### src/rtl/systolic_pkg.sv
// rtl/systolic_pkg.sv - shared types, limits and saturating adder for the systolic PE
package systolic_pkg;

    typedef enum logic {
        PE_MODE_WS  = 1'b0,
        PE_MODE_ACC = 1'b1
    } pe_mode_e;

    localparam int PE_DATA_WIDTH = 8;
    localparam int PE_ACC_WIDTH  = 16;
    localparam logic signed [PE_ACC_WIDTH-1:0] ACC_MAX = {1'b0, {(PE_ACC_WIDTH-1){1'b1}}};
    localparam logic signed [PE_ACC_WIDTH-1:0] ACC_MIN = {1'b1, {(PE_ACC_WIDTH-1){1'b0}}};

    // Operands arrive sign-extended to 64 bits; result is {clipped, sum}, caller keeps the low width bits.
    function automatic logic [64:0] sat_add(
        input logic signed [63:0] x,
        input logic signed [63:0] y,
        input int unsigned        width,
        input logic               sat_en
    );
        logic signed [63:0] s;
        logic signed [63:0] hi;
        logic signed [63:0] lo;
        s  = x + y;
        hi = (64'sd1 <<< (width - 1)) - 64'sd1;
        lo = -hi - 64'sd1;
        if (sat_en && (s > hi)) return {1'b1, hi};
        if (sat_en && (s < lo)) return {1'b1, lo};
        return {1'b0, s};
    endfunction

endpackage

### src/rtl/systolic_pe_db_weight_buf.sv
// rtl/systolic_pe_db_weight_buf.sv - shadow/active weight double buffer
module pe_weight_buf #(
    parameter int DATA_WIDTH = 8
) (
    input  logic                         clk,
    input  logic                         rst_n,
    input  logic signed [DATA_WIDTH-1:0] w_in,
    input  logic                         w_load,
    input  logic                         w_swap,
    output logic signed [DATA_WIDTH-1:0] active_w
);

    logic signed [DATA_WIDTH-1:0] shadow_w;

    // Swap reads the pre-edge shadow, so load+swap together promotes the old shadow.
    always_ff @(posedge clk or negedge rst_n) begin
        if (!rst_n) begin
            shadow_w <= '0;
            active_w <= '0;
        end else begin
            if (w_load) shadow_w <= w_in;
            if (w_swap) active_w <= shadow_w;
        end
    end

endmodule

### src/rtl/systolic_pe_db.sv
// rtl/systolic_pe_db.sv - double-buffered weight-stationary PE with local-accumulate mode
module systolic_pe_db
    import systolic_pkg::*;
#(
    parameter int DATA_WIDTH = PE_DATA_WIDTH,
    parameter int ACC_WIDTH  = PE_ACC_WIDTH,
    parameter bit SATURATE   = 1'b1
) (
    input  logic                         clk,
    input  logic                         rst_n,
    input  logic                         mode_i,
    input  logic signed [DATA_WIDTH-1:0] a_in,
    input  logic                         a_valid_in,
    output logic signed [DATA_WIDTH-1:0] a_out,
    output logic                         a_valid_out,
    input  logic signed [ACC_WIDTH-1:0]  psum_in,
    input  logic                         psum_valid_in,
    output logic signed [ACC_WIDTH-1:0]  psum_out,
    output logic                         psum_valid_out,
    input  logic signed [DATA_WIDTH-1:0] w_in,
    input  logic                         w_load,
    input  logic                         w_swap,
    input  logic                         acc_clr,
    input  logic                         drain,
    output logic                         sat_flag
);

    if (ACC_WIDTH < 2 * DATA_WIDTH || ACC_WIDTH > 62) begin : g_width_check
        $error("systolic_pe_db: ACC_WIDTH must be in [2*DATA_WIDTH, 62]");
    end

    pe_mode_e                            mode;
    logic signed [DATA_WIDTH-1:0]        active_w;
    logic signed [2*DATA_WIDTH-1:0]      prod_full;
    logic signed [ACC_WIDTH-1:0]         prod_q;
    logic signed [ACC_WIDTH-1:0]         psum_q;
    logic                                v1;
    logic signed [ACC_WIDTH-1:0]         acc;
    logic [64:0]                         add_ws;
    logic [64:0]                         add_acc;
    logic signed [ACC_WIDTH-1:0]         acc_sum;
    logic signed [ACC_WIDTH-1:0]         acc_next;
    logic                                clip;

    assign mode      = pe_mode_e'(mode_i);
    assign prod_full = a_in * active_w;

    pe_weight_buf #(.DATA_WIDTH(DATA_WIDTH)) u_weight_buf (
        .clk      (clk),
        .rst_n    (rst_n),
        .w_in     (w_in),
        .w_load   (w_load),
        .w_swap   (w_swap),
        .active_w (active_w)
    );

    always_ff @(posedge clk or negedge rst_n) begin
        if (!rst_n) begin
            a_out       <= '0;
            a_valid_out <= 1'b0;
            prod_q      <= '0;
            psum_q      <= '0;
            v1          <= 1'b0;
        end else begin
            a_out       <= a_in;
            a_valid_out <= a_valid_in;
            prod_q      <= ACC_WIDTH'(prod_full);
            psum_q      <= psum_in;
            v1          <= a_valid_in & (mode_i | psum_valid_in);
        end
    end

    always_comb begin
        add_ws   = sat_add(64'(psum_q), 64'(prod_q), ACC_WIDTH, SATURATE);
        add_acc  = sat_add(64'(acc), 64'(prod_q), ACC_WIDTH, SATURATE);
        acc_sum  = v1 ? ACC_WIDTH'(add_acc[63:0]) : acc;
        clip     = v1 & ((mode == PE_MODE_WS) ? add_ws[64] : add_acc[64]);
        acc_next = acc;
        // Drain empties the accumulator; otherwise clear outranks a same-cycle product.
        if (mode == PE_MODE_ACC && drain) acc_next = '0;
        else if (acc_clr)                 acc_next = '0;
        else if (mode == PE_MODE_ACC)     acc_next = acc_sum;
    end

    always_ff @(posedge clk or negedge rst_n) begin
        if (!rst_n) begin
            acc            <= '0;
            psum_out       <= '0;
            psum_valid_out <= 1'b0;
            sat_flag       <= 1'b0;
        end else begin
            acc <= acc_next;
            if (acc_clr)   sat_flag <= 1'b0;
            else if (clip) sat_flag <= 1'b1;
            if (mode == PE_MODE_WS) begin
                psum_valid_out <= v1;
                if (v1) psum_out <= ACC_WIDTH'(add_ws[63:0]);
            end else if (drain) begin
                psum_out       <= acc_sum;
                psum_valid_out <= 1'b1;
            end else begin
                psum_out       <= psum_in;
                psum_valid_out <= psum_valid_in;
            end
        end
    end

endmodule
### config.mk
export PLATFORM = sky130hd
export DESIGN_NAME = systolic_pe_db
export DESIGN_NICKNAME = d
export VERILOG_FILES = /design/src/rtl/systolic_pkg.sv /design/src/rtl/systolic_pe_db_weight_buf.sv /design/src/rtl/systolic_pe_db.sv
export SDC_FILE = /design/constraint.sdc
export NUM_CORES = 1
export LEC_CHECK = 0
export CORE_MARGIN = 2
export CORE_UTILIZATION = 55
export DETAILED_ROUTE_END_ITERATION = 10
export PLACE_DENSITY_LB_ADDON = 0.12
export SYNTH_ARGS = -nofsm -noshare
export SYNTH_HDL_FRONTEND = slang
export SYNTH_SLANG_ARGS = --single-unit
### constraint.sdc
create_clock -name clk -period 9.11 [get_ports clk]
set_clock_uncertainty 0.05 [all_clocks]
set_input_delay 0.911 -clock clk [delete_from_list [all_inputs] [get_ports clk]]
set_output_delay 0.911 -clock clk [all_outputs]
set_load 0.05 [all_outputs]
# Yosys cells after proc, flatten, opt, wreduce, memory -nomap -nowiden
# Cells that the tools add are included.
op_classes:
  addsub: 2
  n_mul: 1
  magnitude_cmp: 4
  muxes: 26
  bitwise_logic: 3
  reduce_logical: 4
ops:
  columns: ["cell", "n"]
  rows:
  - ["$mux 65", 8]
  - ["$mux 16", 7]
  - ["$add 16x16->17", 2]
  - ["$gt 17x16->1 const B", 2]
  - ["$lt 17x16->1 const B", 2]
  - ["$mul 8x8->16", 1]
  - ["$mux 1", 11]
  - ["$reduce_bool 2->1", 2]
  - ["$reduce_bool 3->1", 1]
  - ["$and 1x1->1", 2]
  - ["$logic_and 1x1->1", 1]
  - ["$or 1x1->1", 1]
totals:
  ff_bits: 92
  output_inout_bits: 27
  wordCells: 51

# Depth between registers and ports, before layout
depth:
  depth_word: 10
  ltp_mapped: 19

# Cells and area by module
# A second synthesis with hierarchy kept.
unflattened:
  hier_cells: 815
  hier_area_um2: 7810.0
by_module_without_submodules:
  columns: ["module", "n_inst", "cells_per_inst", "area_per_inst_um2", "seq_area_each_um2"]
  rows:
  - ["systolic_pe_db", 1, 781, 7146.9, 1901.8]
  - ["pe_weight_buf", 1, 34, 663.1, 400.4]

# Worst setup path after synthesis
# Ideal clock, no wire load.
synth_path:
  path_type: "input to register"
  from: "input port a_in[3]"
  to: "register prod_q[14]"
  setup_ns: 0.087
  arrival_time_ns: 4.677
  t_required_ns: 8.973
  slack_ns: 4.297
  stages: 17
  n_path_buf: 0
  cell_sequence: "and2_1 -> fa_1 -> inv_1 -> fa_1 -> inv_1 -> fa_1 -> inv_1 -> fa_1 -> inv_1 -> ha_1 -> o21ai_0 -> a21boi_0 -> o21ai_0 -> a21boi_0 -> o21ai_0 -> a211o_1 -> o211ai_1"
synth_between:
  elab_chain_len: 1
synth_rtl:
  columns: ["item", "line_no", "text"]
  rows:
  - ["start: declaration", "systolic_pe_db.sv:12", "input logic signed [DATA_WIDTH-1:0] a_in,"]
  - ["$mul 8x8->16", "systolic_pe_db.sv:46", "assign prod_full = a_in * active_w;"]
  - ["named net prod_full[14]", "systolic_pe_db.sv:34", "logic signed [2*DATA_WIDTH-1:0] prod_full;"]
  - ["end signal: assignment", "systolic_pe_db.sv:67", "prod_q <= ACC_WIDTH'(prod_full);"]
  - ["end: declaration", "systolic_pe_db.sv:35", "logic signed [ACC_WIDTH-1:0] prod_q;"]
# The timed path passes the listed nets, and every way through them passes these cells.
# A chain may end at the register's enable or synchronous reset.

# Worst setup path after layout
# Ends and elaborated chain as after synthesis.

==> flow_summary.ini <==
[worst_setup_path]
required_ns = 9.33
cp_data_arrival_time_ns = 5.68
worstReg2RegEnd = prod_q[14]
startpoint_type = input port
cp_max_fo = 9
r2r_start = u_weight_buf.active_w[4]
setup.worst_path.end_class = flop
reg2reg_slack_ns = 4.31
crit_type = input port to flop
r2r_cells = 17

[yosys]
yosys.area.top_type = dfrtp_1
synthAdderAreaFrac_pct = 24.6
synth.distinct_cells = 71
async_reset_ff_share_pct = 100
synth_xor_area_share_pct = 3.95
syn_area_um2 = 7750
synthSimpleGateAreaFrac_pct = 14.4
synth_cells = 821
synth_edf_count = 0
synth_top_family_by_area = adder cells
syn_area_per_cell_um2 = 9.44
ys_seq_area_share_pct = 29.7
synth_compound_area_share_pct = 18.8
synth_seq_cells = 92
syn_nets = 980
synth_top_cells_by_area = dfrtp_1 (30%), fa_1 (15%), ha_1 (9.8%), inv_1 (5.3%), and2_1 (3.2%)
ys.flop_type = dfrtp_1
yosys_warnings = 0
yosysTopAreaCellShare_pct = 29.7
synth_mux_area_share_pct = 2.44

[final_layout]
drive_above_1_share_pct = 6.71
most-common-layout-cells = inv_1 (110), dfrtp_1 (92), nand2_1 (66), clkdlybuf4s50_1 (66), ha_1 (61)
diodes = 0
fill_cells = 1133
area_growth_pct = 15.0
final_area_um2 = 8920
finalNonFillerCells = 1074
final_common_cell = inv_1
nets = 1048
utilization_pct = 64.5

[global_route]
met3_usage_pct = 4.14
grt_pass1_wl_um = 31300
grt_overflow_total = 0
grt_util_all_layers_pct = 27.1
use_met2_pct = 45.7
antenna_found_initial = 0
grt-busiest-layer = met2
use_met1_pct = 34.4
grt_max_degree = 54
grt_pass1_vias = 6333

[clocking]
clock_sinks = 92
clk_pin_slew_ns = 0.07
cts_setup_buffers = 0
cts_tree = built
hold_buffers = 0
root_buffer = clkbuf_16
cts_resized = 0
h-tree-depth = 3
numCtsBuffers = 9
cts_buffer_depth = 2
clock_latency_ns = 0.36

[sta]
max_slew_margin_pct = 47.4
hold_violations = 0
finalWorstSetupSlack_ns = 3.65
rsz0062_at_grt = no
hold_ws_ns = 0.451
finalCritPeriodShare_pct = 59.9
setup_tns_ns = 0
slew_violations = 0
period_needed_ns = 5.46
fmax_ghz = 0.183
tightest_slew_ns = 0.789
setup_viol = 0

[placed_design]
pre_cts_slack_ns = 3.32
dp_hpwl_um = 14900
detailed_place.area_um2 = 8610
io_buffer_count = 67
place_congestion = 0.964
dp_cells = 1058

[die]
dieArea_um2 = 15100
die_w_um = 123
die_y_um = 123
initial_utilization_pct = 56.1
io_pins = 68
core_um2 = 13800
rows = 43

[route]
drtPass1Iterations = 5
drt-initial-drc-count = 474
routed_via_density = 5.88
ant_nets = 0
routedWlPerCell_um = 17.6
vias = 6311
drc = 0
drt_wl_total_um = 18900

[power]
vdd_ir_drop_max_mv = 0.156
switchingPower_mw = 1.42
power_frac_seq_pct = 20.1
p_leak_nw = 4.08
netSwitchingFraction_pct = 47.6
p_comb_share_pct = 66.9
p_int_mw = 1.56
power.share.clock_pct = 13.0
powerDensity_nw_per_um2 = 334
power_mw = 2.98

[run]
drv_cap = 0

[worst_hold_path]
hold_path_end = u_weight_buf.shadow_w[5]
whs_path_depth = 1
hold_start = u_weight_buf.shadow_w[5]
hold_class = flop to flop

[status]
status = complete, no violations
-- Yosys cell counts (11+ instances only) --
cell type / count
inv_1: 110
dfrtp_1: 92
nand2_1: 66
ha_1: 61
fa_1: 57
nor2_1: 46
a21oi_1: 42
o21ai_0: 41
and2_1: 40
xnor2_1: 26
mux2_2: 15
nor3_1: 15
a211oi_1: 14
nand2b_1: 12
clkbuf_1: 11
nor2b_1: 11
o211ai_1: 11
-- power groups by stage --
stage | Combinational (mW) | Clock [mW] | Sequential [mW]
6_report | 1.99 | 0.389 | 0.600
5_1_grt | 2.25 | 0.412 | 0.606
4_1_cts | 2.00 | 0.397 | 0.596
3_5_place_dp | 1.99 | 0 | 0.603
3_3_place_gp | 1.92 | 0 | 0.601
2_1_floorplan | 1.43 | 0 | 0.697
-- layer usage --
layer	part of all wire, %	vias to the layer above
li1	-	2955
met1	41	3068
met2	50	239
met3	5.7	49
met4	3.1	0
met5	0	-
-- cell families after synthesis --
kind of cell    Yosys count
compound gates          212
flops                    92
xor+xnor                 35
buf+inv                 125
fa+ha+maj               118
simple gates            222
mux                      17
-- area by class of cell --
type | count | area [µm²] | share of cell area, %
Multi-Input combinational cell | 604 | 4980 | 55.8
Sequential cell | 92 | 2300 | 25.8
Timing Repair Buffer | 70 | 691 | 7.75
Inverter | 112 | 420 | 4.72
Clock buffer | 10 | 229 | 2.57
Tap cell | 180 | 225 | 2.53
Clock inverter | 6 | 72.6 | 0.814
-- how the worst max path moves through the flow --
stage,startpoint,slack (ns),depth (start not counted),endpoint
finish,a_in[3],3.65,18,prod_q[14]
global route,a_in[0],3.40,17,prod_q[14]
CTS,a_in[3],3.68,18,prod_q[14]
detailed placement,a_in[3],3.32,18,prod_q[14]
global placement,a_in[0],3.46,17,prod_q[14]
floorplan,a_in[3],4.30,17,prod_q[14]
-- flip-flops by register name, summed over array words and instances (netlist names) --
signal / count
v1: 1
a_out: 8
acc: 16
psum_valid_out: 1
a_valid_out: 1
sat_flag: 1
prod_q: 16
psum_q: 16
u_weight_buf.shadow_w: 8
psum_out: 16
u_weight_buf.active_w: 8
-- critical path: stages --
cell	delay, ns
clkdlybuf4s50_1	0.56
and2_1	0.26
fa_1	0.54
inv_1	0.05
fa_1	0.48
inv_1	0.05
fa_1	0.52
inv_1	0.05
fa_1	0.52
inv_1	0.04
ha_1	0.31
o21ai_0	0.13
a21boi_0	0.29
o21ai_0	0.16
a21boi_0	0.25
o21ai_0	0.15
a211o_1	0.31
o211ai_1	0.07
Power figures use the tool's default switching activity.
